[src/rtl/vga_pkg.sv]
// Shared grid geometry defaults, cursor FSM encoding and direction helpers
// used by the cursor rectangle controller.
package vga_pkg;

    localparam int DEF_CELL_W   = 16;
    localparam int DEF_CELL_H   = 16;
    localparam int DEF_COLS     = 40;
    localparam int DEF_ROWS     = 30;
    localparam int DEF_ORIGIN_X = 0;
    localparam int DEF_ORIGIN_Y = 0;

    localparam int COL_W = 6;
    localparam int ROW_W = 5;
    localparam int POS_W = 11;

    typedef enum logic [1:0] {
        IDLE   = 2'd0,
        HOLD   = 2'd1,
        REPEAT = 2'd2
    } cursor_state_t;

    typedef logic signed [1:0] delta_t;

    localparam delta_t DELTA_ZERO = 2'b00;
    localparam delta_t DELTA_POS  = 2'b01;
    localparam delta_t DELTA_NEG  = 2'b11;

    typedef struct packed {
        delta_t dx;
        delta_t dy;
    } dir_t;

    // Opposing buttons cancel; a single pressed button gives +1 or -1.
    function automatic delta_t axis_delta(input logic pos, input logic neg);
        if (pos && !neg)
            return DELTA_POS;
        else if (neg && !pos)
            return DELTA_NEG;
        else
            return DELTA_ZERO;
    endfunction

endpackage

[src/rtl/cursor_axis_step.sv]
// Next cell index along one axis for a -1/0/+1 step, wrapping or clamping
// at the grid edge.
module cursor_axis_step
    import vga_pkg::*;
#(
    parameter int W     = 6,
    parameter int LIMIT = 40,
    parameter bit WRAP  = 1'b1
) (
    input  logic [W-1:0] idx,
    input  delta_t       delta,
    output logic [W-1:0] next_idx
);

    localparam logic [W-1:0] LAST = W'(LIMIT - 1);

    // NOTE: default first so every path assigns next_idx and no latch is inferred.
    always_comb begin
        next_idx = idx;
        if (delta == DELTA_POS) begin
            if (idx == LAST)
                next_idx = WRAP ? '0 : idx;
            else
                next_idx = idx + 1'b1;
        end else if (delta == DELTA_NEG) begin
            if (idx == '0)
                next_idx = WRAP ? LAST : idx;
            else
                next_idx = idx - 1'b1;
        end
    end

endmodule

[src/rtl/cursor_rect_ctrl.sv]
// Frame-synchronous cursor positioning with hold-to-repeat and blink, driving
// the position/enable inputs of a downstream rectangle generator.
module cursor_rect_ctrl
    import vga_pkg::*;
#(
    parameter int CELL_W       = DEF_CELL_W,
    parameter int CELL_H       = DEF_CELL_H,
    parameter int COLS         = DEF_COLS,
    parameter int ROWS         = DEF_ROWS,
    parameter int ORIGIN_X     = DEF_ORIGIN_X,
    parameter int ORIGIN_Y     = DEF_ORIGIN_Y,
    parameter bit WRAP         = 1'b1,
    parameter int REPEAT_DELAY = 20,
    parameter int REPEAT_RATE  = 4,
    parameter int BLINK_FRAMES = 30
) (
    input  logic             clk,
    input  logic             rst_n,
    input  logic             frame_tick,
    input  logic             btn_up,
    input  logic             btn_down,
    input  logic             btn_left,
    input  logic             btn_right,
    output logic [COL_W-1:0] cell_col,
    output logic [ROW_W-1:0] cell_row,
    output logic [POS_W-1:0] x_pos,
    output logic [POS_W-1:0] y_pos,
    output logic             cursor_enb,
    output logic             moved
);

    localparam int CNT_MAX = (REPEAT_DELAY > REPEAT_RATE) ? REPEAT_DELAY : REPEAT_RATE;
    localparam int CNT_W   = $clog2(CNT_MAX + 1);
    localparam int BLINK_W = $clog2(BLINK_FRAMES + 1);

    localparam logic [CNT_W-1:0]   DELAY_LOAD = CNT_W'(REPEAT_DELAY - 1);
    localparam logic [CNT_W-1:0]   RATE_LOAD  = CNT_W'(REPEAT_RATE - 1);
    localparam logic [BLINK_W-1:0] BLINK_LAST = BLINK_W'(BLINK_FRAMES - 1);

    cursor_state_t      state, state_nxt;
    logic [CNT_W-1:0]   cnt, cnt_nxt;
    logic [BLINK_W-1:0] blink_cnt;
    dir_t               dir, dir_latched;
    logic               step;
    logic               dir_zero;
    logic               pos_change;
    logic [COL_W-1:0]   col_nxt;
    logic [ROW_W-1:0]   row_nxt;

    assign dir.dx   = axis_delta(btn_right, btn_left);
    assign dir.dy   = axis_delta(btn_down, btn_up);
    assign dir_zero = (dir.dx == DELTA_ZERO) && (dir.dy == DELTA_ZERO);

    cursor_axis_step #(.W(COL_W), .LIMIT(COLS), .WRAP(WRAP)) u_col_step (
        .idx      (cell_col),
        .delta    (dir.dx),
        .next_idx (col_nxt)
    );

    cursor_axis_step #(.W(ROW_W), .LIMIT(ROWS), .WRAP(WRAP)) u_row_step (
        .idx      (cell_row),
        .delta    (dir.dy),
        .next_idx (row_nxt)
    );

    assign pos_change = (col_nxt != cell_col) || (row_nxt != cell_row);

    always_comb begin
        state_nxt = state;
        cnt_nxt   = cnt;
        step      = 1'b0;
        if (frame_tick) begin
            unique case (state)
                IDLE: begin
                    if (!dir_zero) begin
                        step      = 1'b1;
                        cnt_nxt   = DELAY_LOAD;
                        state_nxt = HOLD;
                    end
                end
                HOLD, REPEAT: begin
                    if (dir_zero) begin
                        state_nxt = IDLE;
                    end else if (dir != dir_latched) begin
                        // A new direction restarts the initial repeat delay.
                        step      = 1'b1;
                        cnt_nxt   = DELAY_LOAD;
                        state_nxt = HOLD;
                    end else if (cnt == '0) begin
                        step      = 1'b1;
                        cnt_nxt   = RATE_LOAD;
                        state_nxt = REPEAT;
                    end else begin
                        cnt_nxt = cnt - 1'b1;
                    end
                end
                default: state_nxt = IDLE;
            endcase
        end
    end

    // NOTE: sequential state uses non-blocking assignments so all registers
    // update from the same pre-edge values.
    always_ff @(posedge clk or negedge rst_n) begin
        if (!rst_n) begin
            state       <= IDLE;
            cnt         <= '0;
            dir_latched <= '0;
        end else begin
            state <= state_nxt;
            cnt   <= cnt_nxt;
            if (step)
                dir_latched <= dir;
        end
    end

    always_ff @(posedge clk or negedge rst_n) begin
        if (!rst_n) begin
            cell_col   <= '0;
            cell_row   <= '0;
            moved      <= 1'b0;
            x_pos      <= POS_W'(ORIGIN_X);
            y_pos      <= POS_W'(ORIGIN_Y);
            blink_cnt  <= '0;
            cursor_enb <= 1'b1;
        end else begin
            moved <= step && pos_change;
            if (step) begin
                cell_col <= col_nxt;
                cell_row <= row_nxt;
            end
            // Pixel position trails the cell index by one cycle.
            x_pos <= POS_W'(ORIGIN_X) + POS_W'(cell_col) * POS_W'(CELL_W);
            y_pos <= POS_W'(ORIGIN_Y) + POS_W'(cell_row) * POS_W'(CELL_H);
            if (frame_tick) begin
                if (step && pos_change) begin
                    blink_cnt  <= '0;
                    cursor_enb <= 1'b1;
                end else if (blink_cnt == BLINK_LAST) begin
                    blink_cnt  <= '0;
                    cursor_enb <= ~cursor_enb;
                end else begin
                    blink_cnt <= blink_cnt + 1'b1;
                end
            end
        end
    end

endmodule

[config.mk]
export PLATFORM = sky130hd
export DESIGN_NAME = cursor_rect_ctrl
export DESIGN_NICKNAME = d
export VERILOG_FILES = /design/src/rtl/vga_pkg.sv /design/src/rtl/cursor_axis_step.sv /design/src/rtl/cursor_rect_ctrl.sv
export SDC_FILE = /design/constraint.sdc
export NUM_CORES = 1
export LEC_CHECK = 0
export ABC_AREA = 1
export CAP_MARGIN = 10
export CORE_AREA = 3 3 66 93
export CTS_BUF_LIST = sky130_fd_sc_hd__clkbuf_4
export DETAILED_ROUTE_END_ITERATION = 16
export DIE_AREA = 0 0 69 96
export DONT_BUFFER_PORTS = 1
export GPL_TIMING_DRIVEN = 0
export RECOVER_POWER = 25
export SLEW_MARGIN = 20
export SYNTH_ARGS = -nofsm -noshare
export SYNTH_HDL_FRONTEND = slang
export SYNTH_HIERARCHICAL = 1
export SYNTH_SLANG_ARGS = --single-unit
[constraint.sdc]
create_clock -name clk -period 2.25 [get_ports clk]
set_input_delay 0.1125 -clock clk [delete_from_list [all_inputs] [get_ports clk]]
set_output_delay 0.1125 -clock clk [all_outputs]
set_load 0.005 [all_outputs]
# --- After elaboration in Yosys (flattened, before gate mapping) ---
# Cells that the tools add are included.
totals:
  register_bits: 40
  word_cells: 88
op_classes:
  add_sub_neg: 6
  n_eq_ne: 15
  muxes: 32
  bitwise_logic: 1
  n_reduce_logical: 23
op_table:
  columns: ["operator", "count"]
  rows:
  - ["$mux 5", 10]
  - ["$mux 6", 4]
  - ["$mux 2", 8]
  - ["$add 5x1->5 const B", 2]
  - ["$eq 5x5->1 const B", 2]
  - ["$logic_not 5->1", 2]
  - ["$pmux 5 s2", 1]
  - ["$sub 5x1->5 const B", 2]
  - ["$mux 1", 7]
  - ["$add 6x1->6 const B", 1]
  - ["$eq 2x1->1 const B", 3]
  - ["$eq 2x2->1 const B", 3]
  - ["$eq 6x6->1 const B", 1]
  - ["$logic_and 1x1->1", 6]
  - ["$logic_not 2->1", 3]
  - ["$logic_not 6->1", 1]
  - ["$ne 6x6->1", 1]
  - ["$sub 6x1->6 const B", 1]
  - ["$ne 5x5->1", 1]
  - ["$logic_not 1->1", 4]
  - ["$ne 2x2->1 const B", 2]
  - ["$ne 4x4->1", 1]
  - ["$ne 4x4->1 const B", 1]
  - ["$pmux 2 s2", 1]
  - ["8 further kinds", 9]

# --- Logic depth before layout (Yosys ltp) ---
# Gate-level depths: netlist (run 1).
depth:
  ltp_word: 12
  mapped_depth: 21

# --- By module ---
# The synthesis (run 1) kept the hierarchy.
by_module_without_submodules:
  columns: ["mod", "n_inst", "cells_per_inst", "area_per_inst_um2", "seq_area_each_um2"]
  rows:
  - ["cursor_rect_ctrl", 1, 233, 2048.2, 1002.2]
  - ["cursor_axis_step (u_col_step)", 1, 66, 357.8, 0.0]
  - ["cursor_axis_step (u_row_step)", 1, 49, 267.8, 0.0]

# --- Worst setup path after synthesis (run 1) ---
# No wires, ideal clock.
synth_timing:
  kind: "register to register"
  start: "reg cell_col[0]"
  end: "reg cursor_enb"
  setup_time_ns: 0.060
  t_arrival_ns: 1.877
  required_ns: 2.190
  path_slack_ns: 0.312
  stages_incl_launch_ff: 18
  n_path_buf: 0
  synth_period_minus_slack_ns: 1.938
  path_cell_list: "dfrtp_1 inv_1 ha_1 inv_1 nor2_2 inv_2 nand2_1 nand2_1 o21a_1 xnor2_1 nand2_1 nor2_1 nand3_1 nand3_2 nand2_4 nand2_1 nand2_1 nand2_1"
synth_between:
  elab_chain_len: 9
synth_lines:
  columns: ["element", "line", "source"]
  rows:
  - ["from (decl)", "cursor_rect_ctrl.sv:24", "output logic [COL_W-1:0] cell_col,"]
  - ["from (signal assigned)", "cursor_rect_ctrl.sv:129", "cell_col <= col_nxt;"]
  - ["$sub 6x1->6 / $logic_not 6->1 (equally long branches)", "cursor_axis_step.sv:29, cursor_axis_step.sv:26", null]
  - ["$mux 6", "cursor_axis_step.sv:26", "if (idx == '0)"]
  - ["$mux 6", "cursor_axis_step.sv:25", "end else if (delta == DELTA_NEG) begin"]
  - ["$mux 6 *", "cursor_axis_step.sv:20", "if (delta == DELTA_POS) begin"]
  - ["via col_nxt[2]", "cursor_rect_ctrl.sv:47", "logic [COL_W-1:0] col_nxt;"]
  - ["$ne 6x6->1 *", "cursor_rect_ctrl.sv:66", "assign pos_change = (col_nxt != cell_col) || (row_nxt != cell_row);"]
  - ["$logic_or 1x1->1 *", "cursor_rect_ctrl.sv:66", null]
  - ["$logic_and 1x1->1 *", "cursor_rect_ctrl.sv:136", "if (step && pos_change) begin"]
  - ["$reduce_bool 2->1 (no source line)", null, null]
  - ["$reduce_and 2->1 (no source line)", null, null]
  - ["to (signal assigned)", "cursor_rect_ctrl.sv:141", "cursor_enb <= ~cursor_enb;"]
  - ["to (decl)", "cursor_rect_ctrl.sv:28", "output logic cursor_enb,"]
# The timed path passes the listed nets; every way through them passes the cells marked *.
# A chain may end at the register's enable or synchronous reset.

# --- Worst setup path in the final report (run 1) ---
layout_timing:
  start: "reg cell_col[1]"
  end: "reg cursor_enb"
# Same word-level chain as after synthesis.

==> reports/metrics.cfg, run 1 <==
[run_status]
status = complete, but fails checks
violations = max-capacitance violations, max-slew violations

[cts]
cts_buffers = 5
clk_pin_slew_ns = 0.13
clk_latency_ns = 0.35
htreeDepth = 2
cts.sinks = 40
cts_root_buffer = clkbuf_4
clockBufferDepth = 2
tritoncts = built

[final_layout]
nNetsFinal = 399
multiInputGateArea_um2 = 1540
diodes = 0
fillers = 529
final-seq-area_um2 = 1010
area_growth_pct = 19.0
drive_gt1_frac = 0.251

[worst_setup_path]
crit_required_ns = 2.56
reg2reg_setup_slack_ns = 0.08
r2r_cells = 16
cp-start-kind = register
timing.rr.end = cursor_enb
r2r-start = cell_col[1]
crit_chain = inv_4 -> ha_4 -> inv_2 -> nor2_4 -> nand3_4 -> buf_6 -> nand4_1 -> o21ai_2 -> xor2_1 -> nor2_1 -> nand3_1 -> nand3_2 -> nand2_4 -> nand2_2 -> nand2_1 -> nand2_1
cp.arrival_ns = 2.47
cpMaxStageDelayCell = dfrtp_2
end_kind = register
cp_max_fo = 8
cpPeakStageDelay_ns = 0.53
timing_worst_setup_path_type = reg2reg
crit_top_cell = nand2_1

[logic_synthesis]
yosysMostFrequentCell = nand2_1
synth_async_sr_flop_share = 1.00
netlist_area_um2 = 2670
synth-edff-count = 0
synth.top_cell.area_share = 0.365
ys_seq_area_frac = 0.375
yosys-top-cells-area = dfrtp_1, nand2_1, inv_1, ha_1, nand3_1
syn_inst = 348
synth_common_cells = nand2_1, inv_1, dfrtp_1
synth_flop_cell = dfrtp_1
avgSynthCellArea_um2 = 7.68
synth_seq_cells = 40
synth.distinct_cells = 35
synth_top_cell_by_area = dfrtp_1
yosys_warnings = 6

[floorplan]
die_w_um = 69
core_area_um2 = 5450
die_area_um2 = 6620
ios = 42
initial_utilization = 0.491
die_h_um = 96
rows = 32

[sta]
period_share = 0.963
hold_viol = 0
setup_viol = 0
slew_headroom = -0.177
whs_ns = 0.117
slew_viol_final = 41
post-route-min-period_ns = 2.17
worst_pin_slew_ns = 1.76
clock_skew_ns = 0.0110
fmax_ghz = 0.462
rsz0062_at_grt = true

[pwr]
powerDensity_nw_per_um2 = 1180
vdd_drop_max_mv = 0.631
power_w = 0.00376
p_leak_nw = 1.61

[detailed_routing]
route.vias.total = 2200
wl_per_cell_um = 12.9
antenna_left = 0
first_pass_iters = 4
drt_iter0_markers = 92
finalWirelength_um = 5760
drc = 0
viasPerCell = 4.92

[grt]
grt_pass1_vias = 2126
grtUsageTotal = 0.172
grt_max_degree = 41
antenna_found_initial = 0
grt_pass1_wl_um = 9320
overflow = 0

[min_path]
hold_path_class = in2reg
whs_endpoint = dir_latched[2]
hp-start = btn_left
whs_path_depth = 2

[placement]
io_buffers = 0
dp_hpwl_um = 3950
place.gp.congestion = 0.853

[run]
cap_violations = 1

through the flow:
| stage | TNS (ns) | cell area (µm²) | setup WS, ns | util | std cells |
|---|---|---|---|---|---|
| 3_3_place_gp | -0.295 | 2800 | -0.0641 | 0.514 | 426 |
| 3_5_place_dp | -0.413 | 2800 | -0.0864 | 0.514 | 426 |
| 4_1_cts | 0 | 2930 | 0.0160 | 0.539 | 438 |
| 2_1_floorplan | 0 | 2710 | 0.312 | - | 358 |
| 5_1_grt | -0.899 | 3180 | -0.113 | 0.585 | 447 |
| 6_report | 0 | 3180 | 0.0833 | 0.585 | 447 |
kinds of logic after synthesis:
group / Yosys count / share of synthesized area
other cells: 1 / 0.00140
simple gates: 170 / 0.292
flops: 40 / 0.375
fa+ha+maj: 14 / 0.0655
xor+xnor: 18 / 0.0590
buf+inv: 69 / 0.125
compound gates: 36 / 0.0824
worst max path at each step:
stage,startpoint,endpoint,slack (ns)
after floorplan,cell_col[0],cursor_enb,0.31
after CTS,cell_row[0],cursor_enb,0.02
after global routing,cell_row[0],cursor_enb,-0.11
after detailed placement,cell_col[0],cursor_enb,-0.09
after global placement,cell_col[0],cursor_enb,-0.06
final,cell_col[1],cursor_enb,0.08
flip-flops by register name (all words and copies together) (netlist names):
name,cells
blink_cnt,5
cell_col,6
cell_row,5
cnt,5
cursor_enb,1
dir_latched,4
moved,1
state,2
x_pos,6
y_pos,5
where the power goes:
group	total, W	internal [W]	switching, W
Clock	0.000478	0.000232	0.000246
Combinational	0.00190	0.000798	0.00110
Sequential	0.00138	0.000997	0.000386
final cells by class:
class,instances,share of cell area
Timing Repair Buffer,13,0.0373
Sequential cell,40,0.318
Inverter,53,0.0656
Tap cell,68,0.0267
Multi-Input combinational cell,249,0.485
Buffer,16,0.0425
Clock buffer,5,0.0118
Clock inverter,3,0.0134
placed cells by master (no fill, tap or decap), drive strengths merged:
master and n:
o21ai 19, nor2 26, conb 11, inv 52, a22oi 1, bufinv 1, clkinvlp 1, dfstp 1
nand2 104, o221ai 2, nor3 2, o21a 1, o311ai 1, xor2 7, buf 23, ha 14
dlygate4sd3 2, dlymetal6s2s 3, nand3b 1, clkinv 2, o211ai 3, nand4 7, nand3 29, a21oi 6
clkbuf 6, o22ai 2, xnor2 11, or2 1, a21o 1, dfrtp 39
critical path: cells and delay by family, from the launching register on:
kind,cells,cell delay (ns)
flip-flops,1,0.53
AO/OA/AOI/OAI,1,0.08
AND/OR/NAND/NOR,10,0.93
adder cells (fa/ha/maj),1,0.13
XOR/XNOR,1,0.14
buffers and inverters,3,0.29
routing by layer:
metal	vias to the layer above	global-route usage	wire [µm]	share of wire
li1	1140	-	-	-
met1	1017	0.184	2370	0.41
met2	37	0.333	3130	0.54
met3	6	0.0397	185	0.032
met4	0	0.0570	74	0.013
met5	-	0	0	0
what timing repair did:
item,in CTS,in global routing
buffers inserted,1,9
pin swaps,0,18
setup endpoints to repair,6,7
gates resized for setup,5,51
hold buffers,3,0
gates cloned,0,0
hold endpoints to repair,46,0
Power figures use the tool's default switching activity.
==> inputs of run 2 (changes only) <==
Settings changed: CORE_AREA 3 3 66 93 to 3 3 78 110, DIE_AREA 0 0 69 96 to 0 0 81 113, SETUP_SLACK_MARGIN set to 0.3.
==> reports/metrics.cfg, run 2 (synthesis gave the netlist of run 1 again) <==
[grt]
grt_max_degree = 41
overflow = 0
grt_pass1_wl_um = 9920
grtUsageTotal = 0.135
antenna_found_initial = 0
grt_pass1_vias = 2242

[final_layout]
final_common_cell = nand2_1
nNetsFinal = 402
largestRegisters = cell_col: 6 flops, x_pos: 6 flops
drive_gt1_frac = 0.262
area_growth_pct = 20.3
final_cell_mix = nand2_1, inv_1, dfrtp_1
diodes = 0
final_area_um2 = 3220

[worst_setup_path]
cp-start-kind = register
cp_max_fo = 7
timing_worst_setup_path_type = reg2reg
end_kind = register
cp.arrival_ns = 2.45
crit_required_ns = 2.55
reg2reg_setup_slack_ns = 0.1
r2r-start = cell_col[0]
r2r_cells = 16
crit_chain = inv_4 -> ha_4 -> inv_2 -> nor2_2 -> nand3_2 -> buf_4 -> nand4_1 -> o21ai_2 -> xor2_2 -> nor2_2 -> nand3_2 -> nand3_4 -> nand2_4 -> nand2_2 -> nand2_1 -> nand2_1
cpMaxStageDelayCell = dfrtp_2
cpPeakStageDelay_ns = 0.53
timing.rr.end = cursor_enb

[placement]
place.gp.congestion = 0.855
dpl_cell_area_um2 = 2840
pre_cts_ws_ns = -0.103
io_buffers = 0
dp_hpwl_um = 4200

[sta]
timing.final.ws_setup_ns = 0.0988
hold_viol = 0
period_share = 0.956
setup_viol = 0
rsz0062_at_grt = true
whs_ns = 0.105
clock_skew_ns = 0.0175
slew_viol_final = 0
slew_headroom = 0.328
post-route-min-period_ns = 2.15
fmax_ghz = 0.465
worst_pin_slew_ns = 1.01

[pwr]
clockPowerShare = 0.130
vdd_drop_max_mv = 0.407
p_seq_frac = 0.362
intPower_w = 0.00204
pwr-share-comb = 0.509
p_sw_w = 0.00176
powerDensity_nw_per_um2 = 1180
p_leak_nw = 1.59
swShare = 0.462

[cts]
clk_latency_ns = 0.36
cts.sinks = 40
htreeDepth = 2
cts_root_buffer = clkbuf_4
clockBufferDepth = 2
cts_buffers = 5
clk_pin_slew_ns = 0.14
tritoncts = built

[detailed_routing]
drt_iter0_markers = 82
first_pass_iters = 5
route.vias.total = 2252
drc = 0
viasPerCell = 4.67
wl_per_cell_um = 12.3
antenna_left = 0
finalWirelength_um = 5930

[min_path]
whs_endpoint = dir_latched[2]
hold_path_class = in2reg
hp-start = btn_left
whs_path_depth = 2

[floorplan]
core_area_um2 = 7700
rows = 38
initial_utilization = 0.347
die_w_um = 81
ios = 42
die_h_um = 113
die_area_um2 = 9150

[run_status]
status = complete, no violations

[run]
cap_violations = 0

-- run 2: power by group through the flow --
stage	clock (W)	combinational, W	sequential, W
floorplan	0	0.00128	0.00126
global placement	0	0.00151	0.00135
detailed placement	0	0.00155	0.00137
CTS	0.000511	0.00182	0.00136
global route	0.000530	0.00220	0.00143
finish	0.000493	0.00193	0.00138
-- run 2: cell type report --
| cell class | instances | area (µm²) |
|---|---|---|
| clock buffers | 5 | 37.5 |
| flip-flops and latches | 40 | 1010 |
| repair buffers | 16 | 111 |
| well taps | 100 | 125 |
| inverters | 53 | 206 |
| plain buffers | 16 | 135 |
| multi-input cells | 249 | 1550 |
| clock inverters | 3 | 42.5 |
| fillers | 807 | 4490 |
-- run 2: worst max-delay path, delay by kind of cell, from the launching register on --
kind	cells	cell delay (ns)
AOI/OAI and AO/OA	1	0.09
buffers and inverters	3	0.32
xor gates and xnor gates	1	0.16
adders and majority gates	1	0.13
DFF	1	0.53
and+or+nand+nor	10	0.87
-- run 2: what timing repair did --
item                                   in CTS  in global routing
gates resized for setup                    38                 18
setup endpoints to repair                   7                 22
hold buffers                                3                  0
endpoints found under the hold margin      46                  0
pin swaps                                  22                 12
gates cloned                                0                  0
buffers inserted                            9                  4
-- run 2: routing by layer --
metal  up-vias  track usage  part of all wire  routed length [µm]
met5         -            0                 0                   0
met4         0       0.0417             0.015                  89
met3        10       0.0247             0.039                 233
met2        41        0.255              0.55                3290
met1      1060        0.148              0.39                2320
li1       1141            -                 -                   -
-- run 2: worst max-delay path by stage --
| stage | start | endpoint | slack, ns | depth (start not counted) |
|---|---|---|---|---|
| detailed placement | cell_row[0] | cursor_enb | -0.10 | 17 |
| finish | cell_col[0] | cursor_enb | 0.1 | 16 |
| CTS | cell_col[1] | cursor_enb | 0.12 | 20 |
| floorplan | cell_col[0] | cursor_enb | 0.31 | 17 |
| global placement | cell_col[0] | cursor_enb | -0.04 | 15 |
| global route | cell_col[0] | cursor_enb | -0.07 | 16 |
-- run 2: stage by stage --
step	total power [W]	TNS [ns]	utilization	cells
6_report	0.00380	0	0.418	482
5_1_grt	0.00417	-0.260	0.418	482
4_1_cts	0.00369	0	0.407	478
3_5_place_dp	0.00291	-0.557	0.368	458
3_3_place_gp	0.00287	-0.133	0.368	458
2_1_floorplan	0.00254	0	-	358
